`src/rtl/load_store_unit.sv`:
```
// Data memory initiator: one load/store per transaction, lane steering and load extension.
// Build option LSU_MISALIGN_TRAP_EN: misaligned accesses return rsp_err instead of being realigned.
module load_store_unit #(
   parameter int unsigned DM_ADDRESS = 9,
   parameter int unsigned DATA_W     = 32,
   parameter int unsigned RD_LAT     = 1
) (
   input  logic                  clk,
   input  logic                  reset,
   input  logic                  req_valid,
   output logic                  req_ready,
   input  logic                  req_we,
   input  logic [2:0]            req_funct3,
   input  logic [31:0]           req_addr,
   input  logic [DATA_W-1:0]     req_wdata,
   output logic                  rsp_valid,
   output logic [DATA_W-1:0]     rsp_rdata,
   output logic                  rsp_err,
   output logic                  busy,
   output logic                  mem_read,
   output logic                  mem_write,
   output logic [DM_ADDRESS-1:0] mem_addr,
   output logic [2:0]            mem_funct3,
   output logic [DATA_W-1:0]     mem_wd,
   output logic [3:0]            mem_be,
   input  logic [DATA_W-1:0]     mem_rd
);

   typedef enum logic [1:0] {
      IDLE,
      ISSUE,
      WAIT,
      RESP
   } state_t;

   localparam logic [2:0] LAT = 3'(RD_LAT);

   state_t state;
   logic [2:0] cnt;
   logic we_q;
   logic [2:0] f3_q;
   logic [1:0] off_q;

   logic is_b, is_h, mis, trap, accept;
   logic [1:0] off;
   logic [3:0] be;
   logic [DATA_W-1:0] wd;
   logic [15:0] s;
   logic [DATA_W-1:0] ext;
   logic unused;

   assign is_b   = req_funct3[1:0] == 2'b00;
   assign is_h   = req_funct3[1:0] == 2'b01;
   assign accept = req_valid & req_ready;
   assign busy   = ~req_ready;

   // Non-trap builds realign by dropping the offending offset bits.
   always_comb begin
      mis = 1'b0;
      off = 2'b00;
      be  = 4'b1111;
      wd  = req_wdata;
      unique case (1'b1)
         is_b: begin
            off = req_addr[1:0];
            be  = 4'b0001 << off;
            wd  = {4{req_wdata[7:0]}};
         end
         is_h: begin
            mis = req_addr[0];
            off = {req_addr[1], 1'b0};
            be  = 4'b0011 << off;
            wd  = {2{req_wdata[15:0]}};
         end
         default: mis = |req_addr[1:0];
      endcase
   end

`ifdef LSU_MISALIGN_TRAP_EN
   assign trap   = mis;
   assign unused = ^req_addr[31:DM_ADDRESS];
`else
   assign trap   = 1'b0;
   assign unused = ^{req_addr[31:DM_ADDRESS], mis};
`endif

   always_comb begin
      s   = 16'(mem_rd >> {off_q, 3'b000});
      ext = mem_rd;
      unique case (1'b1)
         f3_q[1:0] == 2'b00:
            ext = {{24{s[7] & ~f3_q[2]}}, s[7:0]};
         f3_q[1:0] == 2'b01:
            ext = {{16{s[15] & ~f3_q[2]}}, s[15:0]};
         default: ;
      endcase
   end

   always_ff @(posedge clk) begin
      if (reset) begin
         state      <= IDLE;
         cnt        <= '0;
         we_q       <= 1'b0;
         f3_q       <= '0;
         off_q      <= '0;
         req_ready  <= 1'b1;
         rsp_valid  <= 1'b0;
         rsp_rdata  <= '0;
         rsp_err    <= 1'b0;
         mem_read   <= 1'b0;
         mem_write  <= 1'b0;
         mem_addr   <= '0;
         mem_funct3 <= '0;
         mem_wd     <= '0;
         mem_be     <= '0;
      end else begin
         unique case (state)
            IDLE: begin
               if (accept) begin
                  req_ready <= 1'b0;
                  we_q      <= req_we;
                  f3_q      <= req_funct3;
                  off_q     <= off;
                  if (trap) begin
                     state     <= RESP;
                     rsp_valid <= 1'b1;
                     rsp_err   <= 1'b1;
                     rsp_rdata <= '0;
                  end else begin
                     state      <= ISSUE;
                     mem_read   <= ~req_we;
                     mem_write  <= req_we;
                     mem_addr   <= {req_addr[DM_ADDRESS-1:2], 2'b00};
                     mem_funct3 <= req_funct3;
                     mem_wd     <= wd;
                     mem_be     <= be;
                  end
               end
            end
            ISSUE: begin
               if (we_q) begin
                  state      <= RESP;
                  rsp_valid  <= 1'b1;
                  rsp_rdata  <= '0;
                  mem_write  <= 1'b0;
                  mem_addr   <= '0;
                  mem_funct3 <= '0;
                  mem_wd     <= '0;
                  mem_be     <= '0;
               end else begin
                  state <= WAIT;
                  cnt   <= 3'd1;
               end
            end
            WAIT: begin
               if (cnt == LAT) begin
                  state      <= RESP;
                  rsp_valid  <= 1'b1;
                  rsp_rdata  <= ext;
                  mem_read   <= 1'b0;
                  mem_addr   <= '0;
                  mem_funct3 <= '0;
                  mem_wd     <= '0;
                  mem_be     <= '0;
               end else begin
                  cnt <= cnt + 3'd1;
               end
            end
            RESP: begin
               state     <= IDLE;
               rsp_valid <= 1'b0;
               rsp_err   <= 1'b0;
               req_ready <= 1'b1;
            end
         endcase
      end
   end

endmodule
```
`config.mk`:
```
export PLATFORM = sky130hd
export DESIGN_NAME = load_store_unit
export DESIGN_NICKNAME = d
export VERILOG_FILES = /design/src/rtl/load_store_unit.sv
export SDC_FILE = /design/constraint.sdc
export NUM_CORES = 1
export LEC_CHECK = 0
export ABC_AREA = 1
export BUFFER_PORTS_ARGS = -buffer_cell sky130_fd_sc_hd__buf_2
export CORE_MARGIN = 1
export CORE_UTILIZATION = 35
export DETAILED_ROUTE_END_ITERATION = 10
export SYNTH_ARGS = -nofsm -noshare
export SYNTH_HDL_FRONTEND = slang
export SYNTH_SLANG_ARGS = --single-unit
```
`constraint.sdc`:
```
create_clock -name clk -period 5.9 [get_ports clk]
set_clock_uncertainty 0.1 [all_clocks]
set_input_delay 1.77 -clock clk [delete_from_list [all_inputs] [get_ports clk]]
set_output_delay 1.77 -clock clk [all_outputs]
set_load 0.02 [all_outputs]
```
==> summary.txt, run 1 <==
Outcome
  • Status: finished, final reports clean

Placement
  • DP Area: 5440 um^2
  • GP Congestion: 0.843
  • Buffers added on ports: 162
  • Post-detail-place hpwl: 10.5 mm

Routing
  • M1 WL: 6.37 mm
  • 1st-iter DRT viols: 287
  • Number of remaining DRC errors: 0
  • Vias/cell: 5.08
  • Router iterations before antenna repair: 4
  • Post-Route WL: 14.6 mm
  • Vias: 4994
  • Top Metal Used: met4
  • Met2 routed wirelength: 6.91 mm
  • Met3 wire len: 1.19 mm
  • Post-DRT Antenna Nets: 0
  • DR WL/cell: 14.9 um

Synthesis
  • Netlist Area Pre-Place: 4610 um^2
  • Syn Area/Cell: 6.82 um^2
  • Synth warn: 0
  • Yosys cell types: 29
  • Seq/Total Area, Yosys: 0.404
  • Synth Instances: 676
  • Yosys reg bits: 93

Finish
  • FILL cells: 1407
  • Nets@finish: 919
  • Post-route cell area: 5780 um^2
  • Diodes inserted: 0
  • Area grow syn2layout: 25.3%
  • Share of cells above drive strength 1: 0.232

Pwr
  • Net Switching: 1510 uW
  • Cell leakage power: 0.00270 uW
  • Comb power frac: 0.499
  • Power Density: 562 nW/um^2
  • Switching Fraction: 0.465
  • Internal power: 1740 uW
  • Sequential Power Share: 0.296
  • Peak VDD IR: 298 uV
  • Clock share of power: 0.205

Timing
  • Max-slew headroom: 0.323
  • Slew Viols, Final: 0
  • RSZ-0062 raised after global routing: no
  • Setup TNS: 0 ns
  • F_max: 291 MHz
  • Min Tclk post-route: 3.43 ns
  • Slew @ Worst Pin: 1.02 ns
  • Setup Viol. Count Final: 0
  • Final Hold Fails: 0
  • Crit share post-route: 0.582

Clock tree
  • CTS H-tree lvls: 3
  • Clk buf depth: 2
  • Number of CTS-inserted buffers: 9
  • Clk_lat worst skew: 0.35 ns
  • Post-CTS Hold Buffers: 0
  • CTS resizes: 0
  • Postcts setup bufs: 0
  • CTS tree: done
  • Clock Sinks: 93
  • Clock Pin Slew Worst Setup and Hold Paths: 0.06 ns
  • Clock root buffer: clkbuf_16

Global routing
  • Number of global-route vias before repair: 4730
  • Initial antenna violation count: 0
  • First-pass GRT wire length: 23.0 mm
  • All-Layer GR Usage: 0.222
  • Gr ovfl total: 0
  • Pin count of the biggest net entering global routing: 65

Floorplan
  • Vert. Die Dim: 117 um
  • # IOs: 189
  • Chip Width: 117 um
  • Die ar.: 13600 um^2
  • Initial Util: 0.363
  • Num rows: 41
  • Core ar.: 12700 um^2

Setup path
  • Most frequent CP cell: a21oi_1
  • Max stage delay on crit path: 0.73 ns
  • CP Capture Type: flop
  • Worst r2r src: state[0]$_SDFFE_PP0P_
  • Critical path arrival: 3.54 ns
  • Setup crit start: req_funct3[1]
  • Worst EP required: 6.01 ns
  • Worst Setup Path Type: input pin to flop
  • Startpoint Class: input pin
  • Crit path max fanout: 33
  • CP max stage cell: inv_1
  • Critical path, cell by cell: buf_2 > inv_1 > nand2_1 > nor2_1 > a21oi_1 > o211ai_1 > a21oi_1

Min path
  • Hold Path Origin: rsp_rdata[0]$_SDFFE_PP0P_
  • Tightest Hold Check Type: flop to flop

Job
  • Maxcap violations: 0
cell usage after synthesis, drive strengths merged:
library cell | n | area [um^2]
o211ai | 32 | 240
nand4 | 2 | 12.5
nor3b | 1 | 7.51
ha | 8 | 100
nand3 | 46 | 235
nor2 | 74 | 280
o21ai | 53 | 269
a31oi | 2 | 12.5
conb | 1 | 3.75
clkbuf | 19 | 71.3
nor3 | 5 | 36.3
buf | 27 | 156
dfxtp | 93 | 1860
a211oi | 2 | 15.0
clkinv | 1 | 3.75
nand2 | 150 | 568
inv | 55 | 206
nand3b | 1 | 7.51
o22ai | 4 | 25.0
a21oi | 100 | 500
flip-flops by register name, summed over array words and instances, names as in the netlist:
name and count:
cnt 3, we_q 1, f3_q 3, mem_read 1, rsp_valid 1, mem_wd 32, mem_funct3 3, mem_be 4
mem_addr 7, rsp_rdata 32, req_ready 1, state 2, mem_write 1, off_q 2
metal layers:
metal / vias to the layer above / track usage
li1: 2505 / -
met1: 2298 / 0.266
met2: 180 / 0.378
met3: 11 / 0.0752
met4: 0 / 0.0608
met5: - / 0
worst max-delay path, delay by kind of cell:
kind            cells  cell delay (ns)
compound gates      3             0.31
buf+inv             2             0.84
simple gates        2             0.63
path summary, 6_finish.rpt:
check	slack, ns	end	cells past startpoint
max reg2reg	2.56	rsp_rdata[6]$_SDFFE_PP0P_	6
min reg2reg	0.36	rsp_rdata[0]$_SDFFE_PP0P_	2
max	2.47	mem_wd[25]$_SDFFE_PP0P_	7
min	0.36	rsp_rdata[0]$_SDFFE_PP0P_	2
final cells by class:
type                            count  area (um^2)  area share
Clock buffer                        9          225      0.0390
Clock inverter                      6          111      0.0193
Inverter                           56          210      0.0364
Multi-Input combinational cell    483         2320       0.402
Sequential cell                    93         1860       0.322
Tap cell                          172          215      0.0372
Timing Repair Buffer              165          833       0.144
power groups by stage:
| stage | logic [uW] | clock network, uW | registers, uW |
|---|---|---|---|
| floorplan | 1030 | 0 | 1160 |
| global placement | 1610 | 0 | 962 |
| detailed placement | 1630 | 0 | 968 |
| CTS | 1640 | 685 | 961 |
| global route | 1820 | 710 | 985 |
| finish | 1620 | 665 | 961 |
through the flow:
step	hold WS, ns	worst slack (ns)	util	total power [uW]	std cells
final	0.359	2.47	0.454	3250	984
after CTS	0.364	2.48	0.454	3280	984
after detailed placement	0.353	2.10	0.428	2600	969
after global placement	0.349	2.16	0.428	2570	969
after global routing	0.387	2.22	0.454	3510	984
after floorplan	0.345	2.95	-	2180	678
logic make-up (layout without fill, tap and decap cells):
kind of cell / Yosys count / after routing / share of synthesized area
buffers and inverters: 102 / 236 / 0.0949
AOI/OAI and AO/OA: 193 / 193 / 0.230
DFF: 93 / 93 / 0.404
and+or+nand+nor: 279 / 279 / 0.249
other: 1 / 3 / 0.000813
adders and majority gates: 8 / 8 / 0.0217
cells in the final DEF (no fill, tap or decap), types with 3 or more instances in the layout:
| cell | count |
|---|---|
| buf_2 | 162 |
| a21oi_1 | 100 |
| ha_1 | 8 |
| inv_1 | 53 |
| nand3_1 | 45 |
| buf_4 | 3 |
| o211ai_1 | 32 |
| o22ai_1 | 4 |
| nor3_1 | 4 |
| clkbuf_16 | 9 |
| o21ai_0 | 52 |
| nor2_1 | 73 |
| bufinv_16 | 3 |
| conb_1 | 3 |
| dfxtp_1 | 93 |
| nand2_1 | 148 |
Power figures use the tool's default switching activity.
==> inputs of run 2 (changes only) <==
--- a/config.mk
+++ b/config.mk
@@ -5,7 +5,7 @@
 export SDC_FILE = /design/constraint.sdc
 export NUM_CORES = 1
 export LEC_CHECK = 0
-export ABC_AREA = 1
+export ABC_AREA = 0
 export BUFFER_PORTS_ARGS = -buffer_cell sky130_fd_sc_hd__buf_2
 export CORE_MARGIN = 1
 export CORE_UTILIZATION = 35
==> constraint.sdc (replaced) <==
create_clock -name clk -period 3.6 [get_ports clk]
set_clock_uncertainty 0.1 [all_clocks]
set_input_delay 1.08 -clock clk [delete_from_list [all_inputs] [get_ports clk]]
set_output_delay 1.08 -clock clk [all_outputs]
set_load 0.02 [all_outputs]
==> run 2 against run 1 <==
Compared with the run above:
- global-route usage fell by 2.3 points
- die area down 1.1%
- worst setup slack got worse by 1.6 ns
- clock power up 65%
- core utilization increased by 0.44 points
- largest power group unchanged
- critical endpoint is now rsp_rdata[13]$_SDFFE_PP0P_
==> summary.txt, run 2 <==
Outcome
  • Status: finished, final reports clean

Setup path
  • Setup crit start: state[0]$_SDFFE_PP0P_
  • Crit path to: rsp_rdata[13]$_SDFFE_PP0P_
  • Worst EP required: 3.76 ns (-2.25 ns)
  • Startpoint Class: flop
  • FF-to-FF path depth: 6 (unchanged)
  • Crit path max fanout: 11 (-67%)
  • R2r endpoint: rsp_rdata[13]$_SDFFE_PP0P_
  • Worst Setup Path Type: flop to flop
  • Worst r2r src: state[0]$_SDFFE_PP0P_
  • Critical path, cell by cell: inv_1 > ha_1 > nand3b_1 > or3_1 > or4b_1 > o211ai_1
  • CP max stage cell: or4b_1
  • Worst R2R Setup Slack: 0.85 ns (-1.71 ns)
  • Critical path arrival: 2.91 ns (-0.63 ns)
  • Max stage delay on crit path: 0.72 ns (about the same)
  • CP Capture Type: flop

Min path
  • Hold Path Origin: mem_funct3[1]$_SDFFE_PP0P_
  • Tightest Hold Check Type: flop to flop

Synthesis
  • Synth Flop Type: dfxtp_1
  • Seq/Total Area, Yosys: 0.408 (+0.00443)
  • Top cells by count, synth: dfxtp_1, nand2_1, a21oi_1
  • Yosys cell types: 49 (+69%)
  • Share of the synthesized area in the top cell type: 0.408 (+0.00443)
  • EDFF count, synth: 0 (unchanged)
  • Netlist Area Pre-Place: 4560 um^2 (-1.1%)
  • Syn Area/Cell: 8.50 um^2 (+25%)
  • Most instantiated library cell after synthesis: dfxtp_1
  • Synth Instances: 537 (-21%)
  • Top cells by area, synth: dfxtp_1, a21oi_1, a22oi_1, nand2_1, nor2b_1
  • Yosys reg bits: 93 (unchanged)
  • Synth warn: 0 (unchanged)
  • Post-synth ARST share: 0 (unchanged)
  • Leading area contributor after synthesis: dfxtp_1

Timing
  • Slew @ Worst Pin: 1.08 ns (+0.0693 ns)
  • Max-slew headroom: 0.276 (-0.0464)
  • Setup TNS: 0 ns (unchanged)
  • Final Hold Fails: 0 (unchanged)
  • F_max: 364 MHz
  • Min Tclk post-route: 2.75 ns
  • Crit share post-route: 0.763
  • RSZ-0062 raised after global routing: no
  • Setup Viol. Count Final: 0 (unchanged)
  • Slew Viols, Final: 0 (unchanged)

Routing
  • Vias/cell: 5.37 (+5.8%)
  • DR WL/cell: 16.0 um (+7.8%)
  • Router iterations before antenna repair: 5 (+1)
  • Post-Route WL: 13.6 mm (-6.9%)
  • Vias: 4562 (-8.7%)
  • Number of remaining DRC errors: 0 (unchanged)
  • Post-DRT Antenna Nets: 0 (unchanged)
  • 1st-iter DRT viols: 293 (+2.1%)

Pwr
  • Cell leakage power: 0.00241 uW (-11%)
  • Peak VDD IR: 458 uV (+53%)
  • Power Density: 802 nW/um^2 (+43%)

Clock tree
  • Clk_lat worst skew: 0.35 ns (about the same)
  • Clock Sinks: 93 (unchanged)
  • Postcts setup bufs: 0 (unchanged)
  • Clock Pin Slew Worst Setup and Hold Paths: 0.07 ns (about the same)
  • Clk buf depth: 2 (unchanged)
  • Clock root buffer: clkbuf_16
  • Number of CTS-inserted buffers: 9 (unchanged)
  • CTS tree: done
  • CTS resizes: 0 (unchanged)
  • Post-CTS Hold Buffers: 0 (unchanged)
  • CTS H-tree lvls: 3 (unchanged)

Global routing
  • Number of global-route vias before repair: 4010 (-15%)
  • Pin count of the biggest net entering global routing: 55 (-15%)
  • Initial antenna violation count: 0 (unchanged)
  • All-Layer GR Usage: 0.198 (-0.0234)
  • Gr ovfl total: 0 (unchanged)
  • First-pass GRT wire length: 20.7 mm (-10%)

Job
  • Maxcap violations: 0 (unchanged)

Finish
  • Utilization after layout: 0.459 (+0.00441)
  • Top flop regs: mem_wd (32), rsp_rdata (32), mem_addr (7)
  • Post-route cell area: 5810 um^2 (+0.56%)
  • Area grow syn2layout: 27.3%
  • Share of cells above drive strength 1: 0.317 (+0.0856)
  • Final Non-Filler Cells: 850 (-14%)
  • FILL cells: 1251 (-11%)
  • Most common cell after layout, fill and taps aside: buf_2
  • Commonest cells after routing, fill and taps aside: buf_2, dfxtp_1, nand2_1
  • Diodes inserted: 0 (unchanged)
  • Nets@finish: 784 (-15%)

Floorplan
  • Chip Width: 116 um (-0.54%)
  • Core ar.: 12700 um^2 (-0.40%)
  • Initial Util: 0.360 (-0.00248)
  • Die ar.: 13500 um^2 (-1.1%)
  • Vert. Die Dim: 116 um (-0.54%)
  • # IOs: 189 (unchanged)
  • Num rows: 41 (unchanged)

Placement
  • GP Congestion: 0.803 (-4.7%)
  • Placed cells: 834 (-14%)
  • DP Area: 5460 um^2 (+0.41%)
  • Buffers added on ports: 162 (unchanged)
  • Post-detail-place hpwl: 9.57 mm (-8.8%)
-- run 2: cell count changes after synthesis, moves of 24 or more --
cell,previous run,this run
o21ai_0,52,18
a22oi_1,0,37
inv_1,53,7
nor2b_1,0,30
nor2_1,73,10
nand2_1,148,72
o211ai_1,32,8
a21oi_1,100,64
-- run 2: cell families after synthesis --
family | share of synthesized area
AOI/OAI and AO/OA | 0.230
buffers and inverters | 0.0559
DFF | 0.408
adders and majority gates | 0.0219
other | 0.000822
muxes | 0.0705
and+or+nand+nor | 0.213
-- run 2: stage by stage --
step | worst slack, ns | hold WS (ns) | total power (uW)
after global placement | 0.588 | 0.337 | 3510
after floorplan | 1.05 | 0.345 | 2940
after global routing | 0.649 | 0.366 | 4970
after detailed placement | 0.561 | 0.345 | 3580
after CTS | 0.837 | 0.353 | 4690
final | 0.854 | 0.351 | 4660
-- run 2: cell type report --
cell class / count / area [um^2] / area share
Timing Repair Buffer: 174 / 901 / 0.155
Clock buffer: 9 / 225 / 0.0388
Sequential cell: 93 / 1860 / 0.320
Multi-Input combinational cell: 388 / 2460 / 0.423
Clock inverter: 7 / 121 / 0.0209
Inverter: 7 / 26.3 / 0.00452
Tap cell: 172 / 215 / 0.0370
-- run 2: worst min-delay path by stage --
stage,end,depth (start not counted)
6_report,mem_funct3[1]$_SDFFE_PP0P_,2
5_1_grt,mem_wd[23]$_SDFFE_PP0P_,2
4_1_cts,mem_be[0]$_SDFFE_PP0P_,2
3_5_place_dp,mem_wd[7]$_SDFFE_PP0P_,2
3_3_place_gp,mem_addr[7]$_SDFFE_PP0P_,2
2_1_floorplan,f3_q[2]$_SDFFE_PP0P_,2
-- run 2: where the power goes --
| group | switching (uW) | total, uW | internal, uW |
|---|---|---|---|
| combinational | 1400 | 2090 | 691 |
| sequential | 172 | 1470 | 1300 |
| clock | 418 | 1100 | 682 |
-- run 2: metal layers --
metal  wire (um)  global-route usage  vias to the layer above
li1            -                   -                     2219
met1        5960               0.249                     2166
met2        6550               0.323                      154
met3         826              0.0529                       23
met4         299              0.0812                        0
met5           0                   0                        -
-- run 2: critical path, delay by kind of cell (launching register included) --
family / cells / cell delay [ns]
flip-flops: 1 / 0.35
adder cells (fa/ha/maj): 1 / 0.40
AND/OR/NAND/NOR: 3 / 1.50
AO/OA/AOI/OAI: 1 / 0.16
buffers and inverters: 1 / 0.14
==> inputs of run 3 (changes only) <==
==> constraint.sdc (replaced) <==
create_clock -name clk -period 2.3 [get_ports clk]
set_clock_uncertainty 0.1 [all_clocks]
set_input_delay 0.69 -clock clk [delete_from_list [all_inputs] [get_ports clk]]
set_output_delay 0.69 -clock clk [all_outputs]
set_load 0.02 [all_outputs]
==> run 3 against run 2 <==
Compared with the run above:
- clock-buffer cell count grew 1
- core utilization grew 1.9 points
- largest power group unchanged
- sequential share of layout area down 1.2 points
- maximum frequency up 23%
- cell area up 4.2%
- largest cell class unchanged
- non-clock buffer count grew 21
==> summary.txt, run 3 (synthesized netlist as in run 2, its figures left out) <==
Finish
  • Most common cell after layout, fill and taps aside: buf_2
  • Area grow syn2layout: 32.7%
  • Nets@finish: 805 (+2.7%)
  • Share of cells above drive strength 1: 0.359 (+0.0420)
  • FILL cells: 1263 (+0.96%)
  • Commonest cells after routing, fill and taps aside: buf_2, dfxtp_1, nand2_1
  • Top flop regs: mem_wd (32), rsp_rdata (32), mem_addr (7)
  • Diodes inserted: 0 (unchanged)

Global routing
  • Pin count of the biggest net entering global routing: 58 (+5.5%)
  • Gr ovfl total: 0 (unchanged)
  • First-pass GRT wire length: 20.6 mm (-0.70%)
  • Initial antenna violation count: 0 (unchanged)
  • Number of global-route vias before repair: 4120 (+2.7%)
  • All-Layer GR Usage: 0.199 (+0.000667)

Timing
  • Max-slew headroom: 0.583 (+0.307)
  • F_max: 447 MHz (+23%)
  • Worst hold margin: 0.346 ns (-0.00492 ns)
  • Crit share post-route: 0.972 (+0.210)
  • Final Hold Fails: 0 (unchanged)
  • Setup Viol. Count Final: 0 (unchanged)
  • Slew @ Worst Pin: 0.625 ns (-0.459 ns)
  • Setup TNS: 0 ns (unchanged)
  • Slew Viols, Final: 0 (unchanged)
  • Min Tclk post-route: 2.24 ns (-0.509 ns)

Setup path
  • Critical path, cell by cell: ha_1 > nand2b_4 > a2111o_2 > buf_12 > or4_1 > a21oi_1
  • Worst R2R Setup Slack: 0.06 ns (-0.79 ns)
  • R2r endpoint: mem_wd[14]$_SDFFE_PP0P_
  • Bufs and invs on worst path: 1 (unchanged)
  • CP Capture Type: flop
  • Max stage delay on crit path: 0.53 ns (-0.19 ns)
  • Crit path max fanout: 17 (+6)
  • FF-to-FF path depth: 6 (unchanged)
  • Critical path arrival: 2.42 ns (-0.49 ns)
  • Worst r2r src: cnt[0]$_SDFFE_PP0P_
  • CP max stage cell: or4_1
  • Worst EP required: 2.48 ns (-1.28 ns)
  • Crit-path leading delay family: compound AO/OA/AOI/OAI gates
  • Worst Setup Path Type: flop to flop
  • Startpoint Class: flop

Clock tree
  • Number of CTS-inserted buffers: 9 (unchanged)
  • Clock Pin Slew Worst Setup and Hold Paths: 0.07 ns (about the same)
  • Clock Sinks: 93 (unchanged)
  • Clk_lat worst skew: 0.35 ns (about the same)
  • Clock root buffer: clkbuf_16
  • Clk buf depth: 2 (unchanged)
  • CTS tree: done
  • CTS H-tree lvls: 3 (unchanged)
  • Post-CTS Hold Buffers: 0 (unchanged)

Min path
  • Worst Hold Path Cells: 2 (unchanged)
  • Endpoint, Worst Hold: mem_wd[21]$_SDFFE_PP0P_
  • Hold Path Origin: mem_wd[21]$_SDFFE_PP0P_
  • Tightest Hold Check Type: flop to flop

Routing
  • Router iterations before antenna repair: 5 (unchanged)
  • Number of remaining DRC errors: 0 (unchanged)
  • Vias: 4569 (+0.15%)
  • Post-Route WL: 13.7 mm (+0.54%)
  • 1st-iter DRT viols: 286 (-2.4%)
  • Vias/cell: 5.25 (-2.3%)
  • Post-DRT Antenna Nets: 0 (unchanged)
  • DR WL/cell: 15.7 um (-1.9%)

Pwr
  • Sequential Power Share: 0.296 (-0.019)
  • Comb power frac: 0.495 (+0.046)
  • Net Switching: 3190 uW (+60%)
  • Clock share of power: 0.208 (-0.028)
  • Peak VDD IR: 648 uV (+42%)
  • Internal power: 4460 uW (+67%)
  • Power Density: 1260 nW/um^2 (+57%)
  • Cell leakage power: 0.00253 uW (+5.0%)
  • Switching Fraction: 0.417 (-0.0107)

Floorplan
  • Initial Util: 0.360 (unchanged)
  • # IOs: 189 (unchanged)
  • Core ar.: 12700 um^2 (unchanged)
  • Die ar.: 13500 um^2 (unchanged)
  • Num rows: 41 (unchanged)
  • Vert. Die Dim: 116 um (unchanged)
  • Chip Width: 116 um (unchanged)

Placement
  • GP Congestion: 0.812 (+1.1%)
  • Post-detail-place hpwl: 9.68 mm (+1.2%)
  • Buffers added on ports: 162 (unchanged)

Job
  • Maxcap violations: 0 (unchanged)

Outcome
  • Status: finished, final reports clean
-- run 3: changes by cell type in the layout (fill, tap and decap cells not counted), sizes merged --
cell      delta
buf         +20
clkbuf       +2
clkinvlp     +1
bufinv       -1
clkinv       -1
-- run 3: cell type report --
class	instances	area, um^2	area share
Tap cell	172	215	0.0355
Inverter	7	26.3	0.00434
Clock inverter	6	86.3	0.0143
Sequential cell	93	1870	0.308
Clock buffer	10	229	0.0378
Timing Repair Buffer	195	1130	0.186
Multi-Input combinational cell	388	2510	0.414
-- run 3: power by group through the flow --
stage	Combinational, uW	Sequential (uW)	Clock [uW]
floorplan	1870	2740	0
global placement	3560	2270	0
detailed placement	3610	2290	0
CTS	3630	2260	1630
global route	4150	2320	1690
finish	3790	2270	1590
-- run 3: stage by stage --
step           worst slack (ns)  area, um^2  power (uW)   util  instances
5_1_grt                -0.00182        6060        8160  0.478        871
3_5_place_dp            -0.0232        5660        5900  0.447        853
2_1_floorplan            0.0237        4580        4610      -        539
4_1_cts                  0.0125        5980        7520  0.472        869
6_report                 0.0639        6060        7650  0.478        871
3_3_place_gp           -0.00978        5660        5840  0.447        853
-- run 3: worst min-delay path, cell delays in order, from the launching register on --
cell and delay, ns:
dfxtp_1 0.31, nand2_1 0.05, a21oi_1 0.05
-- run 3: worst max-delay path by stage --
stage	start	to	slack [ns]	cells past startpoint
final	cnt[0]$_SDFFE_PP0P_	mem_wd[14]$_SDFFE_PP0P_	0.06	6
after global routing	state[0]$_SDFFE_PP0P_	mem_wd[14]$_SDFFE_PP0P_	-0.002	7
after CTS	state[1]$_SDFFE_PP0P_	mem_wd[27]$_SDFFE_PP0P_	0.01	7
after detailed placement	state[0]$_SDFFE_PP0P_	rsp_rdata[8]$_SDFFE_PP0P_	-0.02	6
after global placement	req_valid	mem_wd[8]$_SDFFE_PP0P_	-0.01	6
after floorplan	state[1]$_SDFFE_PP0P_	mem_wd[24]$_SDFFE_PP0P_	0.02	8
-- run 3: metal layers --
layer  track usage  wire length [um]
met4        0.0880               227
met3        0.0535               870
met5             0                 0
met2         0.337              6700
met1         0.236              5910
-- run 3: what timing repair did --
item                       4_1_cts  5_1_grt
setup endpoints to repair       12       38
cloned                           0        1
buffers inserted                 0        1
pin swaps                        0        5
resized for setup                2       13
